File: src/rtl/ring_injector.sv
// ring_injector: closes the engine ring by merging control-unit thread tokens
// into the stream leaving the last station and feeding the first station.
// Registered valid/ready output stage, starvation-bounded arbitration between
// ring and injection traffic, and a registered ring-quiescence flag.
// Optional build macro: RING_INJECTOR_STATS_EN adds stat_injected/stat_forwarded.
module ring_injector #(
  parameter int PC_WIDTH           = 8,
  parameter int STARVE_LIMIT       = 4,
  parameter int QUIET_CYCLES       = 16,
  parameter int STARVE_COUNT_WIDTH = 3,
  parameter int QUIET_COUNT_WIDTH  = 5
) (
  input  logic                clk,
  input  logic                rst,
  input  logic                ring_in_valid,
  output logic                ring_in_ready,
  input  logic [PC_WIDTH:0]   ring_in_data,
  input  logic                inj_valid,
  output logic                inj_ready,
  input  logic [PC_WIDTH:0]   inj_data,
  output logic                ring_out_valid,
  input  logic                ring_out_ready,
  output logic [PC_WIDTH:0]   ring_out_data,
  output logic                ring_quiet
`ifdef RING_INJECTOR_STATS_EN
  ,
  output logic [31:0]         stat_injected,
  output logic [31:0]         stat_forwarded
`endif
);

  localparam logic [STARVE_COUNT_WIDTH-1:0] STARVE_MAX  = STARVE_COUNT_WIDTH'(STARVE_LIMIT);
  localparam logic [STARVE_COUNT_WIDTH-1:0] STARVE_ZERO = {STARVE_COUNT_WIDTH{1'b0}};
  localparam logic [STARVE_COUNT_WIDTH-1:0] STARVE_ONE  = STARVE_COUNT_WIDTH'(1);
  localparam logic [QUIET_COUNT_WIDTH-1:0]  QUIET_MAX   = QUIET_COUNT_WIDTH'(QUIET_CYCLES);
  localparam logic [QUIET_COUNT_WIDTH-1:0]  QUIET_ZERO  = {QUIET_COUNT_WIDTH{1'b0}};
  localparam logic [QUIET_COUNT_WIDTH-1:0]  QUIET_ONE   = QUIET_COUNT_WIDTH'(1);

  logic                          load;
  logic                          force_inj;
  logic                          activity;
  logic [STARVE_COUNT_WIDTH-1:0] starve_cnt;
  logic [STARVE_COUNT_WIDTH-1:0] starve_nxt;
  logic [QUIET_COUNT_WIDTH-1:0]  quiet_cnt;
  logic [QUIET_COUNT_WIDTH-1:0]  quiet_nxt;
  logic                          quiet_flag_nxt;

  // Arbitration: a starved injector overrides the ring, otherwise ring traffic drains first.
  always_comb begin
    load          = 1'b0;
    force_inj     = 1'b0;
    ring_in_ready = 1'b0;
    inj_ready     = 1'b0;
    load          = !ring_out_valid || ring_out_ready;
    force_inj     = inj_valid && (starve_cnt == STARVE_MAX);
    if (load) begin
      if (force_inj) begin
        inj_ready = 1'b1;
      end else if (ring_in_valid) begin
        ring_in_ready = 1'b1;
      end else if (inj_valid) begin
        inj_ready = 1'b1;
      end else begin
        ring_in_ready = 1'b0;
        inj_ready     = 1'b0;
      end
    end else begin
      ring_in_ready = 1'b0;
      inj_ready     = 1'b0;
    end
  end

  // Next values of the starvation and quiescence counters.
  always_comb begin
    starve_nxt     = starve_cnt;
    quiet_nxt      = quiet_cnt;
    quiet_flag_nxt = 1'b0;
    activity       = ring_in_valid || inj_valid || ring_out_valid;
    // Starvation only advances on load cycles the injector loses; stalls freeze it.
    if (!inj_valid || inj_ready) begin
      starve_nxt = STARVE_ZERO;
    end else if (load && (starve_cnt != STARVE_MAX)) begin
      starve_nxt = starve_cnt + STARVE_ONE;
    end else begin
      starve_nxt = starve_cnt;
    end
    // Any activity restarts the idle count and drops the quiet flag on the next edge.
    if (activity) begin
      quiet_nxt      = QUIET_ZERO;
      quiet_flag_nxt = 1'b0;
    end else if (quiet_cnt != QUIET_MAX) begin
      quiet_nxt      = quiet_cnt + QUIET_ONE;
      quiet_flag_nxt = 1'b0;
    end else begin
      quiet_nxt      = quiet_cnt;
      quiet_flag_nxt = 1'b1;
    end
  end

  // Output register: load the arbitration winner, hold stable while back-pressured.
  always_ff @(posedge clk or negedge rst) begin
    if (!rst) begin
      ring_out_valid <= 1'b0;
      ring_out_data  <= {(PC_WIDTH+1){1'b0}};
    end else if (load) begin
      if (inj_ready) begin
        ring_out_valid <= 1'b1;
        ring_out_data  <= inj_data;
      end else if (ring_in_ready) begin
        ring_out_valid <= 1'b1;
        ring_out_data  <= ring_in_data;
      end else begin
        ring_out_valid <= 1'b0;
      end
    end else begin
      ring_out_valid <= ring_out_valid;
      ring_out_data  <= ring_out_data;
    end
  end

  // Counter and quiet-flag registers.
  always_ff @(posedge clk or negedge rst) begin
    if (!rst) begin
      starve_cnt <= STARVE_ZERO;
      quiet_cnt  <= QUIET_ZERO;
      ring_quiet <= 1'b0;
    end else begin
      starve_cnt <= starve_nxt;
      quiet_cnt  <= quiet_nxt;
      ring_quiet <= quiet_flag_nxt;
    end
  end

`ifdef RING_INJECTOR_STATS_EN
  // Handshake statistics, wrapping modulo 2^32.
  always_ff @(posedge clk or negedge rst) begin
    if (!rst) begin
      stat_injected  <= 32'd0;
      stat_forwarded <= 32'd0;
    end else begin
      stat_injected  <= stat_injected  + (inj_valid && inj_ready ? 32'd1 : 32'd0);
      stat_forwarded <= stat_forwarded + (ring_in_valid && ring_in_ready ? 32'd1 : 32'd0);
    end
  end
`endif

endmodule

File: config.mk
export PLATFORM = sky130hd
export DESIGN_NAME = ring_injector
export DESIGN_NICKNAME = d
export VERILOG_FILES = /design/src/rtl/ring_injector.sv
export SDC_FILE = /design/constraint.sdc
export NUM_CORES = 1
export LEC_CHECK = 0
export CAP_MARGIN = 20
export CORE_MARGIN = 2
export CORE_UTILIZATION = 35
export CTS_BUF_LIST = sky130_fd_sc_hd__clkbuf_16
export CTS_CLUSTER_SIZE = 12
export DETAILED_ROUTE_END_ITERATION = 8
export HOLD_SLACK_MARGIN = 0.08
export MAX_ROUTING_LAYER = met4
export PLACE_DENSITY = 0.76
export SLEW_MARGIN = 10
export SYNTH_ARGS = -nofsm -noshare
export SYNTH_HDL_FRONTEND = slang
export SYNTH_SLANG_ARGS = --single-unit
File: constraint.sdc
create_clock -name clk -period 2.46 [get_ports clk]
set_input_delay 0.246 -clock clk [delete_from_list [all_inputs] [get_ports clk]]
set_output_delay 0.246 -clock clk [all_outputs]
set_load 0.01 [all_outputs]
# Yosys cells after proc, flatten, opt, wreduce, memory -nomap -nowiden
# Index checks and enable logic that the tools add are counted.
# word_totals
regBits,19
in_bits,23
# classes
add_sub_neg,2
n_eq_ne,3
n_mux,17
n_reduce_logical,12
# ops
op,n
$mux W9,2
$mux W1,11
$mux W5,2
$mux W3,2
$reduce_bool A2 Y1,3
$add A5 B1 Y5 const B,1
$ne A5 B5 Y1 const B,1
$logic_or A1 B1 Y1,4
$add A3 B1 Y3 const B,1
$eq A3 B3 Y1 const B,1
$ne A3 B3 Y1 const B,1
$logic_and A1 B1 Y1,2
$logic_not A1 Y1,2
$reduce_and A2 Y1,1

# Longest topological paths before layout
# Gate-level depths: netlist (run 1).
# depth
depth_word,6
ltp_mapped,5
depth_no_buf,5

# Least setup slack after synthesis (run 1)
# Ideal clock, no wire load.
# synth_path
kind,register to register
start,register starve_cnt[0]
end,register ring_out_data[0]
setup_time_ns,0.123
t_arrival_ns,1.201
required_ns,2.337
setup_slack_ns,1.136
path_stages_with_launch,6
cell_sequence,dfrtp_1 > inv_1 > ha_1 > a21bo_2 > nand3_2 > o221a_2
# synth_via
elab_chain_len,6
elab_cells_between_ends,9
# synth_rtl
element,line,text
"start, declared",42,logic [STARVE_COUNT_WIDTH-1:0] starve_cnt;
"start signal, assigned",128,starve_cnt <= starve_nxt;
$eq A3 B3 Y1 *,55,force_inj = inj_valid && (starve_cnt == STARVE_MAX);
$logic_and A1 B1 Y1 *,55,
$mux W1,57,if (force_inj) begin
$mux W1,56,if (load) begin
$reduce_bool A2 Y1 (no source line),--,
$reduce_and A2 Y1 (no source line),--,
"end signal, assigned",104,ring_out_data <= {(PC_WIDTH+1){1'b0}};
"end signal, assigned",108,ring_out_data <= inj_data;
"end signal, assigned",111,ring_out_data <= ring_in_data;
"end, declared",23,"output logic [PC_WIDTH:0] ring_out_data,"
# Mark *: on every way between the ends. The rest lies on a longest branch, timed or not.
# A chain may end at the register's enable or synchronous reset.

# Worst setup path after layout (run 1)
# layout_path
start,register starve_cnt[0]
end,output inj_ready
# layout_via
elab_chain_len,4
# layout_rtl
element,line,text
$eq A3 B3 Y1,55,
$logic_and A1 B1 Y1,55,
$mux W1,57,
$mux W1,56,
"end, declared",19,"output logic inj_ready,"
# No other way between the ends.

==> results.json, run 1 <==
{
  "grt_first_pass_wirelength_um": 3815,
  "place_worst_setup_slack_ps": 515.9,
  "fin_crit_sh": 0.8291,
  "core.rowCount": 19,
  "drc": 0,
  "htree_num_levels": 1,
  "areaGrowthSynthToFinish_pct": 46.62,
  "floorplan.initialDensity": 0.3624,
  "clk-insertion-delay-late_ps": 250,
  "clock_skew_ps": 1.761,
  "ys_seq_elements": 19,
  "postRouteAntennaNets": 0,
  "num_vias": 788,
  "grt_start_max_net_pins": 20,
  "synth_fa_ha_area_frac": 0.05096,
  "synth_enable_flop_cells": 0,
  "design.final.nets": 150,
  "worst-endpoint-required_ps": 2210,
  "drt-vias-per-instance": 5.150,
  "fmax_mhz": 490.3,
  "timing.critical_path.fanout_max": 3,
  "initial_antenna_violation_count": 0,
  "synth-simple-area-share": 0.1529,
  "maxCapViolCount": 0,
  "first_drt_iteration_drcs": 13,
  "synth_compound_gate_area_share": 0.2102,
  "gr_usage_total": 0.1596,
  "cts_setup_buffers": 0,
  "setup_viol_count_final": 0,
  "critical-path-max-stage-delay_ps": 530,
  "synth.net_count": 111,
  "async_flop_share": 1.000,
  "worstSetupStartpointType": "register",
  "placeableCoreArea_mm2": 0.002710,
  "die-height_um": 56.98,
  "clock_tree.root_cell": "sky130_fd_sc_hd__clkbuf_16",
  "routed_wirelength_um": 2305,
  "maxSlewHeadroom": 0.4347,
  "fin_setup_tns_ps": 0,
  "run_status": "finished, final reports clean",
  "design.die.area_mm2": 0.003246,
  "post_synth_mux_area_share": 0.01019,
  "worst_setup_hold_path_clk_slew_ps": 50,
  "drive_gt1_frac": 0.1557,
  "timing.critical_path.cells": "inv_1, ha_1, a21bo_2, nand3_2, inv_1, clkdlybuf4s50_1",
  "dr.pass1.iters": 4,
  "sequential_cell_area_um2": 475.5,
  "globalRouteOverflowTotal": 0,
  "syn_inst": 84,
  "rsz0062_at_grt": "no",
  "worst_slack_ps": 420.5,
  "criticalPathCategory": "reg -> out",
  "fillers": 240,
  "yosys.cell_types.count": 27,
  "antennaDiodeCount": 0,
  "cts.repair.resized": 0,
  "mappedNetlistArea_um2": 982.2,
  "globalplace.congestion": 0.7705,
  "chipWidth_um": 56.98,
  "setup.reg_to_reg.worst_slack_ps": 950,
  "min-delay-path-class": "in -> async",
  "final_max_slew_viol_count": 0,
  "cp_data_arrival_time_ps": 1790,
  "count_of_synthesis_stage_warnings_from_yosys": 0,
  "cts.path.max_buffers": 2,
  "largest_voltage_drop_on_the_vdd_net_mv": 0.3773,
  "largest_family_of_logic_cells_by_synthesized_area": "compound AO/OA/AOI/OAI gates",
  "ys_dominant_reg_cell": "sky130_fd_sc_hd__dfrtp_1",
  "timing.critical_path.to_type": "output pin",
  "timing_hold_violations_final": 0,
  "finalWorstPathRequiredPeriod_ps": 2039,
  "cts_hold_fix_bufs": 0,
  "power.density_mw_per_mm2": 594.7,
  "cpMaxStageDelayCell": "sky130_fd_sc_hd__clkdlybuf4s50_1",
  "cts.sink_count": 19,
  "place.port_buffers": 35,
  "synth_seq_area_share": 0.4841,
  "worst_path_most_repeated_cell": "sky130_fd_sc_hd__inv_1",
  "grt_pass1_vias": 848,
  "pin_count": 36,
  "routedWlPerCell_um": 15.07,
  "multiInputGateArea_um2": 451.7,
  "cellLeakagePower_uw": 0.0006048,
  "synthXorXnorAreaFrac": 0.03567,
  "hpwl_um": 1674,
  "mean_post_synth_cell_area_um2": 11.69,
  "worstMarginPinSlew_ps": 845.4,
  "cts_tree": "yes",
  "cts-buffers-inserted": 3
}
## state kept, by name, summed over array words and instances, names as in the netlist
name / count
quiet_cnt: 5
ring_out_valid: 1
ring_out_data: 9
ring_quiet: 1
starve_cnt: 3
## logic make-up (layout without fill, tap and decap cells)
group	after synthesis	in the layout
adder cells (fa/ha/maj)	4	4
buffers and inverters	10	48
AO/OA/AOI/OAI	23	23
XOR/XNOR	4	4
AND/OR/NAND/NOR	23	23
flip-flops	19	19
multiplexers	1	1
## Yosys cell counts, types with 2 or more instances
| cell | n | area, µm² |
|---|---|---|
| sky130_fd_sc_hd__buf_2 | 2 | 10.01 |
| sky130_fd_sc_hd__buf_6 | 2 | 22.52 |
| sky130_fd_sc_hd__dfrtp_1 | 19 | 475.5 |
| sky130_fd_sc_hd__ha_1 | 4 | 50.05 |
| sky130_fd_sc_hd__inv_1 | 6 | 22.52 |
| sky130_fd_sc_hd__nand3_1 | 3 | 15.01 |
| sky130_fd_sc_hd__nand3_2 | 2 | 20.02 |
| sky130_fd_sc_hd__nor2_1 | 7 | 26.28 |
| sky130_fd_sc_hd__nor2b_1 | 2 | 12.51 |
| sky130_fd_sc_hd__o21a_1 | 2 | 15.01 |
| sky130_fd_sc_hd__o21bai_1 | 9 | 67.56 |
| sky130_fd_sc_hd__o221a_2 | 9 | 101.4 |
| sky130_fd_sc_hd__xnor2_1 | 2 | 17.52 |
| sky130_fd_sc_hd__xor2_1 | 2 | 17.52 |
## metal layers
layer	global-route usage	up-vias	share of wire
met2	0.2578	31	0.48
li1	-	380	-
met4	0.07641	0	0.018
met1	0.1852	372	0.43
met3	0.04082	5	0.068
met5	-	-	0
## report_power, final
part | internal, µW | switching (µW)
clock network | 216 | 114
logic | 111 | 64.3
registers | 336 | 14.4
## cells in the final DEF (no fill, tap or decap), drive strengths merged, types with 2 or more instances in the layout
master / count
clkdlybuf4s50: 35
o21a: 2
nand3: 5
ha: 4
buf: 3
clkbuf: 3
nor2: 7
nor2b: 2
o21bai: 9
o221a: 9
nor3: 2
inv: 7
xnor2: 2
xor2: 2
dfrtp: 19
## critical path, delay by kind of cell, from the launching register on
kind            cells  cell delay, ps
fa+ha+maj           1             200
buf+inv             3             690
compound gates      1             170
flops               1             400
simple gates        1              80
## cell type report
type | count | area share
Sequential cell | 19 | 0.3301
Tap cell | 31 | 0.02693
Clock inverter | 1 | 0.002606
Timing Repair Buffer | 38 | 0.2589
Clock buffer | 3 | 0.05213
Multi-Input combinational cell | 55 | 0.3136
Inverter | 6 | 0.01564
## path summary, 6_finish.rpt
path | to | start | depth (start not counted)
setup / recovery | inj_ready | starve_cnt[0] | 6
hold / removal | ring_quiet | rst | 1
hold reg to reg | quiet_cnt[4] | quiet_cnt[4] | 2
min in group clk | quiet_cnt[4] | quiet_cnt[4] | 2
max in group asynchronous | quiet_cnt[4] | rst | 1
setup reg to reg | ring_out_data[7] | starve_cnt[0] | 6
## stage by stage
step	std cells	hold slack [ps]	instance area, µm²	utilization	total power (µW)
after CTS	153	515.4	1440	0.5314	865.8
after global placement	149	518.8	1361	0.5023	528.3
after floorplan	84	-49.59	982.2	-	427.6
after detailed placement	149	523.5	1361	0.5023	530.6
after global routing	153	552.1	1440	0.5314	890.0
final	153	477.0	1440	0.5314	856.5
No activity file was read; power rests on OpenSTA's default activity.
==> inputs of run 2 (changes only) <==
clock period = 2.06 ns   (was 2.46 ns; I/O delays follow)
==> run 2 against run 1 <==
  * Power up 20%
  * Critical path type unchanged
  * Worst hold slack lost 180 ps
  * Critical endpoint is now ring_in_ready
  * Clock skew increased by 0.87 ps
  * Sequential share of layout area is 0.59 points lower
==> results.json, run 2 (synthesized netlist as in run 1, its figures left out) <==
{
  "globalRouteOverflowTotal": 0,
  "routed_wirelength_um": 2208,
  "cts_hold_fix_bufs": 0,
  "initial_antenna_violation_count": 0,
  "setup_viol_count_final": 0,
  "areaGrowthSynthToFinish_pct": 49.30,
  "place.port_buffers": 35,
  "layout_commonest_cell": "sky130_fd_sc_hd__clkdlybuf4s50_1",
  "largest_voltage_drop_on_the_vdd_net_mv": 0.6856,
  "worst_setup_hold_path_clk_slew_ps": 50,
  "design.die.area_mm2": 0.003246,
  "top_register": "ring_out_data",
  "run_status": "finished, final reports clean",
  "final_max_slew_viol_count": 0,
  "die-height_um": 56.98,
  "floorplan.initialDensity": 0.3624,
  "share_clk_of_total_power": 0.386,
  "cellLeakagePower_uw": 0.0006341,
  "clock_tree.root_cell": "sky130_fd_sc_hd__clkbuf_16",
  "stdcell_count": 156,
  "grt_pass1_vias": 836,
  "grt_first_pass_wirelength_um": 3698,
  "cp_data_arrival_time_ps": 1710,
  "routedWlPerCell_um": 14.15,
  "timing.critical_path.to_type": "output pin",
  "htree_num_levels": 1,
  "criticalPathCategory": "reg -> out",
  "first_drt_iteration_drcs": 15,
  "dr.pass1.iters": 4,
  "cts_tree": "yes",
  "power.density_mw_per_mm2": 700.2,
  "fillers": 243,
  "postRouteAntennaNets": 0,
  "num_vias": 787,
  "clock_skew_ps": 2.630,
  "switching_share": 0.2233,
  "fin_crit_sh": 0.9286,
  "cts.sink_count": 19,
  "comb_power_share": 0.207,
  "drive_gt1_frac": 0.1840,
  "reg.largest.list": "ring_out_data: 9 flops, quiet_cnt: 5 flops, starve_cnt: 3 flops",
  "cts-buffers-inserted": 3,
  "core.rowCount": 19,
  "clk-insertion-delay-late_ps": 250,
  "timing_hold_violations_final": 0,
  "dp_cells": 152,
  "worst-endpoint-required_ps": 1850,
  "antennaDiodeCount": 0,
  "holdWs_ps": 295.4,
  "drc": 0,
  "pin_count": 36,
  "drt-vias-per-instance": 5.045,
  "mostFrequentLayoutCells": "sky130_fd_sc_hd__clkdlybuf4s50_1, sky130_fd_sc_hd__dfrtp_1, sky130_fd_sc_hd__o21bai_1, sky130_fd_sc_hd__o221a_2, sky130_fd_sc_hd__nor2_1",
  "design.final.nets": 153,
  "globalplace.congestion": 0.8702,
  "fin_setup_tns_ps": 0,
  "chipWidth_um": 56.98,
  "cts.path.max_buffers": 2,
  "finalWorstPathRequiredPeriod_ps": 1913,
  "worstSetupStartpointType": "register",
  "grt_start_max_net_pins": 20,
  "cell_internal_pwr_uw": 797.5,
  "hpwl_um": 1629,
  "maxSlewHeadroom": 0.8224,
  "fmax_mhz": 522.8,
  "placeableCoreArea_mm2": 0.002710,
  "power.share.sequential": 0.407,
  "timing.critical_path.fanout_max": 3,
  "rsz0062_at_grt": "no",
  "min-delay-path-class": "in -> async",
  "worstMarginPinSlew_ps": 265.6,
  "maxCapViolCount": 0,
  "largest_register_ffs": 9,
  "gr_usage_total": 0.1564,
  "power.net_switching_uw": 229.3
}
run 2: cell type report:
cell class / count / area, µm² / share of cell area
Clock buffer: 3 / 75.07 / 0.05119
Clock inverter: 1 / 5.005 / 0.003413
Inverter: 6 / 22.52 / 0.01536
Multi-Input combinational cell: 55 / 451.7 / 0.3080
Sequential cell: 19 / 475.5 / 0.3242
Tap cell: 31 / 38.79 / 0.02645
Timing Repair Buffer: 41 / 397.9 / 0.2713
run 2: path summary, 6_finish.rpt:
| check | end | slack (ps) | cells past startpoint | from |
|---|---|---|---|---|
| setup / recovery | ring_in_ready | 150 | 6 | starve_cnt[0] |
| hold / removal | quiet_cnt[2] | 300 | 2 | rst |
| setup reg to reg | ring_out_data[7] | 570 | 6 | starve_cnt[0] |
| hold reg to reg | quiet_cnt[3] | 580 | 2 | quiet_cnt[3] |
| max in group asynchronous | ring_out_data[6] | 1560 | 2 | rst |
| min in group clk | quiet_cnt[3] | 580 | 2 | quiet_cnt[3] |
run 2: repair_timing:
item	4_1_cts	5_1_grt
setup buffers	0	0
gates resized for setup	0	1
setup endpoints to repair	0	1
run 2: critical path, cell delays in order (launching register included):
cell and delay (ps):
sky130_fd_sc_hd__dfrtp_1 370, sky130_fd_sc_hd__inv_1 70, sky130_fd_sc_hd__ha_1 220, sky130_fd_sc_hd__nand3_1 100, sky130_fd_sc_hd__nand3_2 80, sky130_fd_sc_hd__inv_1 60
sky130_fd_sc_hd__clkdlybuf4s50_1 540
run 2: power groups by stage:
stage	clock (µW)	sequential (µW)	combinational [µW]
2_1_floorplan	0	434	76.7
3_3_place_gp	0	423	211
3_5_place_dp	0	423	214
4_1_cts	407	419	215
5_1_grt	424	422	228
6_report	396	418	212
run 2: metal layers:
layer  global-route usage  wire [µm]  part of all wire  vias up
met1               0.1814        988              0.45      371
met5                    -          0                 0        -
met4              0.06977         26             0.012        0
met3              0.04308        125             0.057        2
li1                     -          -                 -      388
met2               0.2529       1068              0.48       26
run 2: through the flow:
stage | worst slack (ps) | util | cell area, µm² | power [µW]
final | 147.1 | 0.5411 | 1466 | 1027
after CTS | 60.67 | 0.5402 | 1464 | 1040
after global routing | 52.02 | 0.5411 | 1466 | 1075
after detailed placement | 200.6 | 0.5106 | 1384 | 636.9
after floorplan | 736.3 | - | 982.2 | 510.6
after global placement | 196.6 | 0.5106 | 1384 | 634.8
==> inputs of run 3 (changes only) <==
CELL_PAD_IN_SITES_DETAIL_PLACEMENT = 1   (was default)
CELL_PAD_IN_SITES_GLOBAL_PLACEMENT = 1   (was default)
CORE_UTILIZATION = 33   (was 35)
PLACE_DENSITY = 0.89   (was 0.76)
==> run 3 against run 2 <==
  * Combinational power rose by 4%
  * Fmax decreased by 1.6%
  * Critical path depth unchanged
  * Clock skew about the same
  * Clock-buffer cell count unchanged
  * Global-route usage increased by 1.3 points
  * Critical path type unchanged
==> results.json, run 3 (synthesized netlist as in run 1, its figures left out) <==
{
  "floorplan.initialDensity": 0.3531,
  "place.port_buffers": 35,
  "timing.critical_path.fanout_max": 3,
  "fmax_mhz": 514.3,
  "timing.critical_path.to_type": "output pin",
  "fin_crit_sh": 0.9440,
  "timing_hold_violations_final": 0,
  "timing.critical_path.cells": "inv_1, ha_1, nand3_1, nand3_2, inv_1, clkdlybuf4s50_1",
  "drt-vias-per-instance": 5.318,
  "cpMaxStageDelayCell": "sky130_fd_sc_hd__clkdlybuf4s50_1",
  "globalRouteOverflowTotal": 0,
  "clk-insertion-delay-late_ps": 250,
  "worstSetupStartpointType": "register",
  "setup_viol_count_final": 0,
  "cts-buffers-inserted": 3,
  "power.density_mw_per_mm2": 699.8,
  "routedWlPerCell_um": 16.39,
  "grt_start_max_net_pins": 20,
  "rsz0062_at_grt": "no",
  "criticalPathCategory": "reg -> out",
  "cts_setup_buffers": 0,
  "cts_tree": "yes",
  "htree_num_levels": 1,
  "holdWs_ps": 299.2,
  "grt_pass1_vias": 941,
  "dr.pass1.iters": 3,
  "cellLeakagePower_uw": 0.0006402,
  "die-height_um": 58.56,
  "min-delay-path-class": "in -> async",
  "drc": 0,
  "clock_skew_ps": 2.805,
  "routed_wirelength_um": 2574,
  "design.final.nets": 154,
  "final_max_slew_viol_count": 0,
  "critical-path-max-stage-delay_ps": 530,
  "fin_setup_tns_ps": 0,
  "finalWorstPathRequiredPeriod_ps": 1945,
  "run_status": "finished, final reports clean",
  "mostFrequentLayoutCells": "sky130_fd_sc_hd__clkdlybuf4s50_1, sky130_fd_sc_hd__dfrtp_1, sky130_fd_sc_hd__o21bai_1, sky130_fd_sc_hd__o221a_2",
  "antennaDiodeCount": 0,
  "design.die.area_mm2": 0.003429,
  "cts.repair.resized": 0,
  "worst_setup_hold_path_clk_slew_ps": 50,
  "maxCapViolCount": 0,
  "core.rowCount": 19,
  "critical-path-top-delay-family": "buffers and inverters",
  "num_vias": 835,
  "largest_register_ffs": 9,
  "cts.sink_count": 19,
  "worst_path_most_repeated_cell": "sky130_fd_sc_hd__inv_1",
  "stdcell_area_mm2": 0.001473,
  "worst-endpoint-required_ps": 1850,
  "cts.path.max_buffers": 2,
  "regToRegStartpoint": "starve_cnt[0]",
  "globalplace.congestion": 0.8259,
  "setup.reg_to_reg.worst_slack_ps": 550,
  "cp_data_arrival_time_ps": 1740,
  "layout_commonest_cell": "sky130_fd_sc_hd__clkdlybuf4s50_1",
  "top_register": "ring_out_data",
  "first_drt_iteration_drcs": 20,
  "gr_usage_total": 0.1696,
  "areaGrowthSynthToFinish_pct": 49.94,
  "placeableCoreArea_mm2": 0.002781,
  "grt_first_pass_wirelength_um": 4222,
  "largest_voltage_drop_on_the_vdd_net_mv": 0.5643,
  "worstMarginPinSlew_ps": 338.7,
  "chipWidth_um": 58.56,
  "clock_tree.root_cell": "sky130_fd_sc_hd__clkbuf_16",
  "maxSlewHeadroom": 0.7734,
  "reg.largest.list": "ring_out_data: 9 flops, quiet_cnt: 5 flops, starve_cnt: 3 flops",
  "cts_hold_fix_bufs": 0,
  "postRouteAntennaNets": 0,
  "drive_gt1_frac": 0.1825,
  "worstPathBufferInverterCount": 3,
  "postPlaceCellArea_mm2": 0.001391,
  "setup.worst_path.start": "starve_cnt[0]",
  "hpwl_um": 1977,
  "pin_count": 36,
  "initial_antenna_violation_count": 0
}
## run 3: worst reg2reg max path: cells and delay by family (launching register included)
family | cells | cell delay [ps]
AOI/OAI and AO/OA | 2 | 450
DFF | 1 | 390
buffers and inverters | 2 | 270
adders and majority gates | 1 | 200
and+or+nand+nor | 1 | 90
## run 3: report_power, final
part / leakage, µW / switching [µW] / internal (µW)
clock: 0.0000423 / 133 / 258
sequential: 0.000234 / 17.1 / 402
combinational: 0.000364 / 82.7 / 138
## run 3: per-layer routing
layer	global-route usage	vias up	share of wire
met3	0.04615	6	0.065
li1	-	389	-
met2	0.2953	31	0.53
met4	0.06977	0	0.017
met1	0.1806	409	0.39
met5	-	-	0
## run 3: area by class of cell
| class | instances | area [µm²] |
|---|---|---|
| fill | 297 | 1309 |
| clock buffer | 3 | 75.07 |
| timing repair buffer | 42 | 405.4 |
| sequential | 19 | 475.5 |
| clock inverter | 1 | 3.754 |
| multi-input combinational | 55 | 451.7 |
| tap | 31 | 38.79 |
| inverter | 6 | 22.52 |
## run 3: path summary, 6_finish.rpt
kind,depth (start not counted),end
worst min-delay path,2,quiet_cnt[1]
worst max-delay path,6,ring_in_ready
worst min register to register,2,quiet_cnt[4]
worst max register to register,6,ring_out_data[5]
min in group clk,2,quiet_cnt[4]
max in group asynchronous,2,starve_cnt[2]
## run 3: metrics by stage
step           instances  utilization  worst slack, ps  power [µW]
2_1_floorplan         84            -            736.3       510.6
3_3_place_gp         153       0.5002            273.8       638.8
3_5_place_dp         153       0.5002            220.7       645.7
4_1_cts              157       0.5286            35.97        1045
5_1_grt              157       0.5295            5.788        1075
6_report             157       0.5295            115.5        1031
